===== config.mk =====
export PLATFORM = sky130hd
export DESIGN_NAME = vga_sync_to_count
export DESIGN_NICKNAME = d
export VERILOG_FILES = /design/src/rtl/vga_sync_to_count.sv
export SDC_FILE = /design/constraint.sdc
export NUM_CORES = 1
export LEC_CHECK = 0
export ABC_AREA = 0
export BUFFER_PORTS_ARGS = -buffer_cell sky130_fd_sc_hd__buf_2
export CORE_ASPECT_RATIO = 0.7
export CORE_MARGIN = 3
export CORE_UTILIZATION = 31
export DETAILED_ROUTE_END_ITERATION = 8
export SYNTH_ARGS = -nofsm -noshare
export SYNTH_HDL_FRONTEND = slang
export SYNTH_SLANG_ARGS = --single-unit

===== constraint.sdc =====
create_clock -name i_Clk -period 3.2 [get_ports i_Clk]
set_clock_uncertainty 0.15 [all_clocks]
set_input_delay 0 -clock i_Clk [delete_from_list [all_inputs] [get_ports i_Clk]]
set_output_delay 0 -clock i_Clk [all_outputs]
set_load 0.005 [all_outputs]

===== src/rtl/vga_sync_to_count.sv =====
// vga_sync_to_count
// Receive-side companion of the VGA sync-pulse generator. It recovers column
// and row counts from a bare HSync/VSync pair. The syncs are active high
// during the visible region. The counts line up with a one-clock-delayed copy
// of the syncs. A small lock state machine checks the line and frame periods:
// it raises o_Locked after enough clean frames in a row and pulses o_SyncErr
// whenever the timing breaks.

module vga_sync_to_count #(
  parameter int c_VISIBLE_COLUMNS = 640,
  parameter int c_VISIBLE_ROWS    = 480,
  parameter int c_TOTAL_COLUMNS   = 800,
  parameter int c_TOTAL_ROWS      = 525,
  parameter int c_LOCK_FRAMES     = 2
) (
  input  logic       i_Clk,
  input  logic       i_Rst_n,
  input  logic       i_HSync,
  input  logic       i_VSync,
  output logic       o_HSync,
  output logic       o_VSync,
  output logic [9:0] o_ColCount,
  output logic [9:0] o_RowCount,
  output logic       o_FrameStart,
  output logic       o_Locked,
  output logic       o_SyncErr
);

  // A timing set the 10-bit counters or the 4-bit good-frame counter cannot
  // represent is rejected at elaboration instead of silently misbehaving.
  if ((c_TOTAL_COLUMNS > 1024) || (c_TOTAL_ROWS > 1024) ||
      (c_VISIBLE_COLUMNS < 1) || (c_VISIBLE_COLUMNS >= c_TOTAL_COLUMNS) ||
      (c_VISIBLE_ROWS < 1) || (c_VISIBLE_ROWS >= c_TOTAL_ROWS) ||
      (c_LOCK_FRAMES < 1) || (c_LOCK_FRAMES > 15)) begin : g_bad_params
    $error("vga_sync_to_count: unsupported timing parameters");
  end

  localparam logic [9:0] c_COL_LAST    = 10'(c_TOTAL_COLUMNS - 1);
  localparam logic [9:0] c_ROW_LAST    = 10'(c_TOTAL_ROWS - 1);
  localparam logic [3:0] c_LOCK_TARGET = 4'(c_LOCK_FRAMES);

  typedef enum logic [1:0] {
    ST_UNLOCKED,
    ST_TRACKING,
    ST_LOCKED
  } lock_state_t;

  lock_state_t state;
  logic [3:0]  good_frames;
  logic        frame_clean;

  logic       vrise;
  logic       hrise;
  logic       col_end;
  logic       frame_end;
  logic       sync_err;
  logic [3:0] good_next;

  // The edges are taken against the registered copies. A rise is therefore
  // seen in the same cycle the new level arrives on the input.
  assign vrise     = i_VSync & ~o_VSync;
  assign hrise     = i_HSync & ~o_HSync;
  assign col_end   = (o_ColCount == c_COL_LAST);
  assign frame_end = col_end & (o_RowCount == c_ROW_LAST);

  // Before the first frame edge there is no reference. Timing errors are only
  // judged once the state machine is tracking.
  assign sync_err  = (state != ST_UNLOCKED) &
                     ((hrise & ~col_end) | (vrise & ~frame_end) | (frame_end & ~vrise));

  assign good_next = (good_frames == 4'hF) ? good_frames : good_frames + 4'd1;

  // Delayed sync copies and the single-cycle pulses that are aligned with them
  always_ff @(posedge i_Clk or negedge i_Rst_n) begin
    if (!i_Rst_n) begin
      o_HSync      <= 1'b0;
      o_VSync      <= 1'b0;
      o_FrameStart <= 1'b0;
      o_SyncErr    <= 1'b0;
    end else begin
      o_HSync      <= i_HSync;
      o_VSync      <= i_VSync;
      o_FrameStart <= vrise;
      o_SyncErr    <= sync_err;
    end
  end

  // Column/row recovery: free-running modulo counters, re-aligned by every frame edge
  always_ff @(posedge i_Clk or negedge i_Rst_n) begin
    if (!i_Rst_n) begin
      o_ColCount <= '0;
      o_RowCount <= '0;
    end else if ((state == ST_UNLOCKED) || vrise) begin
      o_ColCount <= '0;
      o_RowCount <= '0;
    end else if (col_end) begin
      o_ColCount <= '0;
      o_RowCount <= (o_RowCount == c_ROW_LAST) ? 10'd0 : o_RowCount + 10'd1;
    end else begin
      o_ColCount <= o_ColCount + 10'd1;
    end
  end

  // Lock state machine: counts consecutive clean frames and drops lock on any error
  always_ff @(posedge i_Clk or negedge i_Rst_n) begin
    if (!i_Rst_n) begin
      state       <= ST_UNLOCKED;
      good_frames <= '0;
      frame_clean <= 1'b0;
      o_Locked    <= 1'b0;
    end else begin
      case (state)
        ST_UNLOCKED: begin
          o_Locked <= 1'b0;
          if (vrise) begin
            state       <= ST_TRACKING;
            good_frames <= '0;
            frame_clean <= 1'b1;
          end
        end
        ST_TRACKING, ST_LOCKED: begin
          // An error on a frame edge belongs to the frame that is closing. The
          // frame that opens on that edge starts clean.
          if (vrise) begin
            frame_clean <= 1'b1;
          end else if (sync_err) begin
            frame_clean <= 1'b0;
          end

          if (sync_err) begin
            state       <= ST_TRACKING;
            good_frames <= '0;
            o_Locked    <= 1'b0;
          end else if ((state == ST_TRACKING) && vrise && frame_end && frame_clean) begin
            good_frames <= good_next;
            if (good_next == c_LOCK_TARGET) begin
              state    <= ST_LOCKED;
              o_Locked <= 1'b1;
            end
          end
        end
        default: begin
          state       <= ST_UNLOCKED;
          good_frames <= '0;
          frame_clean <= 1'b0;
          o_Locked    <= 1'b0;
        end
      endcase
    end
  end

endmodule

==> flow_summary.yaml <==
flow_run:
  cap_violations: 0
worst_setup_path:
  r2r_slack_ns: 0.74
  setup.worst_path.class: "reg -> reg"
  worstPathCellList: "ha_1 -> nand4_4 -> or3_1 -> o2111a_1 -> a311oi_2 -> o32ai_1"
  crit_required_ns: 3.20
  critPathSlowestCell: "or3_1"
  arrival_ns: 2.46
  rr_endpoint: "state[0]$_DFFE_PN0P_"
  startpoint_type: "flop"
  r2r_cells: 6
  critical_path.n_buffers_inverters: 0
  cp_max_fo: 9
  cpPeakStageDelay_ns: 0.53
  critPathTopFamily: "compound AO/OA/AOI/OAI gates"
  end_kind: "flop"
  r2r_start: "o_ColCount[0]$_DFF_PN0_"
yosys:
  ys_seq_area_frac: 0.424
  synth_fa_ha_area_frac: 0.0529
  syn_nets: 206
  syn-cell-area_um2: 1890
  synth_xor_area_frac: 0.0417
  yosys_warnings: 0
  synth_top_family_by_area: "simple AND/OR/NAND/NOR gates"
  synth-edff-count: 0
  muxShareOfSynthArea: 0.0159
  synthArstFlopShare: 1.00
  yosys.cell_types.count: 49
  synthSimpleGateAreaFrac: 0.261
  synth-compound-area-share: 0.165
  synth_ff_type: "dfrtp_1"
  synth_cells: 194
  avgSynthCellArea_um2: 9.75
  ys_seq_elements: 32
route:
  drcViolationCount: 0
  vias: 1599
  firstDrtPassIters: 4
  finalWirelength_um: 4450
  viasPerCell: 5.29
  wire_per_inst_um: 14.7
  detailedRoute.firstIterationViolations: 90
  drtAntennaViolNets: 0
grt:
  grt_util_all_layers: 0.137
  grt_pass1_wl_um: 7710
  antenna_found_initial: 0
  gr-max-usage-layer: "met1"
  use_met2: 0.181
  overflow: 0
  use_met3: 0.0321
  grt_start_max_net_pins: 33
  use_met1: 0.217
  grt_pass1_vias: 1538
placed_design:
  portBuffers: 28
  hpwl_um: 3290
  gp_congestion: 0.836
clocking:
  cts.sink_count: 32
  root_buffer: "clkbuf_8"
  clkTransAtPathRegs_ns: 0.07
  post_cts.repair.setup_buffers: 0
  post_cts_resize_count: 0
  clockBufferDepth: 2
  cts_tree: "built"
  ctsHtreeMaxLevel: 2
  clk_latency_ns: 0.28
  cts_buffers: 5
timing:
  worst_pin_slew_ns: 0.733
  holdWs_ns: 0.163
  slew_violations: 0
  rsz0062_at_grt: "false"
  hold_viol: 0
  fmax_mhz: 407
  setup_viol: 0
  period_minus_slack_ns: 2.46
  setup_tns_ns: 0
  maxSlewHeadroom: 0.511
  fin_crit_sh: 0.768
power:
  ir_drop_mv: 0.202
  switchingPower_uw: 376
  power_density_nw_per_um2: 483
  sw_frac_of_total: 0.353
  combPwrFrac: 0.297
  p_leak_uw: 0.00103
  p_int_uw: 689
  p_seq_frac: 0.429
  clockPowerShare: 0.274
floorplanning:
  initial_core_util: 0.325
  die_h_um: 71.3
  rows: 23
  io_pins: 29
  dieArea_um2: 7090
  core_area_um2: 5810
  die_x_um: 99.3
layout:
  diodes: 0
  layout.nets: 239
  final_core_util: 0.379
  fillers: 600
  final_cell_mix: "dfrtp_1, buf_2, nor2_1, o21ai_0, nand2_1"
  final_common_cell: "dfrtp_1"
  layout-drive-gt1-share: 0.189
  syn_to_final_growth_pct: 16.6
min_path:
  hold_path_class: "in -> async"
status:
  status: "complete, no violations"
-- cells by family (layout without fill, tap and decap cells) --
| logic type | Yosys count | in the layout |
|---|---|---|
| and+or+nand+nor | 80 | 80 |
| DFF | 32 | 32 |
| AOI/OAI and AO/OA | 45 | 45 |
| xor gates and xnor gates | 9 | 9 |
| adders and majority gates | 8 | 8 |
| buffers and inverters | 17 | 50 |
| muxes | 3 | 3 |
-- area by class of cell --
cell class | count | area, um^2 | area share
clock inverters | 1 | 5.00 | 0.00227
repair buffers | 32 | 178 | 0.0806
flip-flops and latches | 32 | 801 | 0.363
well taps | 75 | 93.8 | 0.0426
clock buffers | 6 | 72.6 | 0.0329
multi-input cells | 145 | 1010 | 0.460
inverters | 11 | 41.3 | 0.0187
-- worst max-delay path by stage --
stage,cells past startpoint,startpoint,end,slack [ns]
floorplan,7,o_ColCount[0]$_DFF_PN0_,state[0]$_DFFE_PN0P_,0.99
global placement,6,o_ColCount[0]$_DFF_PN0_,state[0]$_DFFE_PN0P_,0.84
detailed placement,6,o_ColCount[0]$_DFF_PN0_,state[0]$_DFFE_PN0P_,0.76
CTS,6,o_ColCount[0]$_DFF_PN0_,state[0]$_DFFE_PN0P_,0.74
global route,6,o_ColCount[0]$_DFF_PN0_,o_RowCount[2]$_DFFE_PN0P_,0.56
finish,6,o_ColCount[0]$_DFF_PN0_,state[0]$_DFFE_PN0P_,0.74
-- power groups by stage --
stage / Clock, uW / Sequential (uW) / Combinational, uW
after floorplan: 0 / 460 / 222
after global placement: 0 / 461 / 316
after detailed placement: 0 / 464 / 309
after CTS: 299 / 457 / 316
after global routing: 315 / 463 / 359
final: 292 / 457 / 316
-- stage by stage --
step                std cells  cell area (um^2)  total power, uW  setup slack (ns)
global route              302              2200             1140             0.561
global placement          292              2100              778             0.842
detailed placement        292              2100              774             0.762
floorplan                 194              1890              682             0.993
CTS                       302              2200             1070             0.745
finish                    302              2200             1060             0.741
-- worst reg2reg max path: stages, from the launching register on --
cell and delay, ns:
dfrtp_1 0.42, ha_1 0.30, nand4_4 0.16, or3_1 0.53, o2111a_1 0.31, a311oi_2 0.31
o32ai_1 0.15
-- what timing repair did --
action / CTS / global route
hold endpoints to repair: 34 / 0
endpoints found under the setup margin: 0 / 0
hold buffers: 3 / 0
-- registers in the layout, summed over array words and instances (netlist names) --
name          count
frame_clean       1
o_Locked          1
o_FrameStart      1
o_RowCount       10
o_SyncErr         1
good_frames       4
o_ColCount       10
o_VSync           1
state             2
o_HSync           1
-- synthesized netlist by cell type (2+ instances only) --
library cell,number,share of area
a21boi_0,2,0.0079
ha_1,8,0.053
a21o_1,5,0.020
xor2_1,5,0.023
nor2_1,17,0.034
and4_1,2,0.0093
nor3b_1,5,0.020
a31oi_1,2,0.0066
and3_1,7,0.023
a21oi_1,8,0.021
mux2i_1,3,0.016
nand2_1,13,0.026
xnor2_1,4,0.019
nand4_1,6,0.020
inv_1,11,0.022
a211oi_1,2,0.0079
nand3_1,6,0.016
nor3_1,8,0.021
o22ai_1,2,0.0066
dfrtp_1,32,0.42
and2_1,2,0.0066
buf_2,4,0.011
o21ai_0,14,0.037
-- layer usage --
metal / up-vias / share of wire
li1: 774 / -
met1: 775 / 0.56
met2: 43 / 0.38
met3: 7 / 0.058
met4: 0 / 0.0092
met5: - / 0
Power figures use the tool's default switching activity.
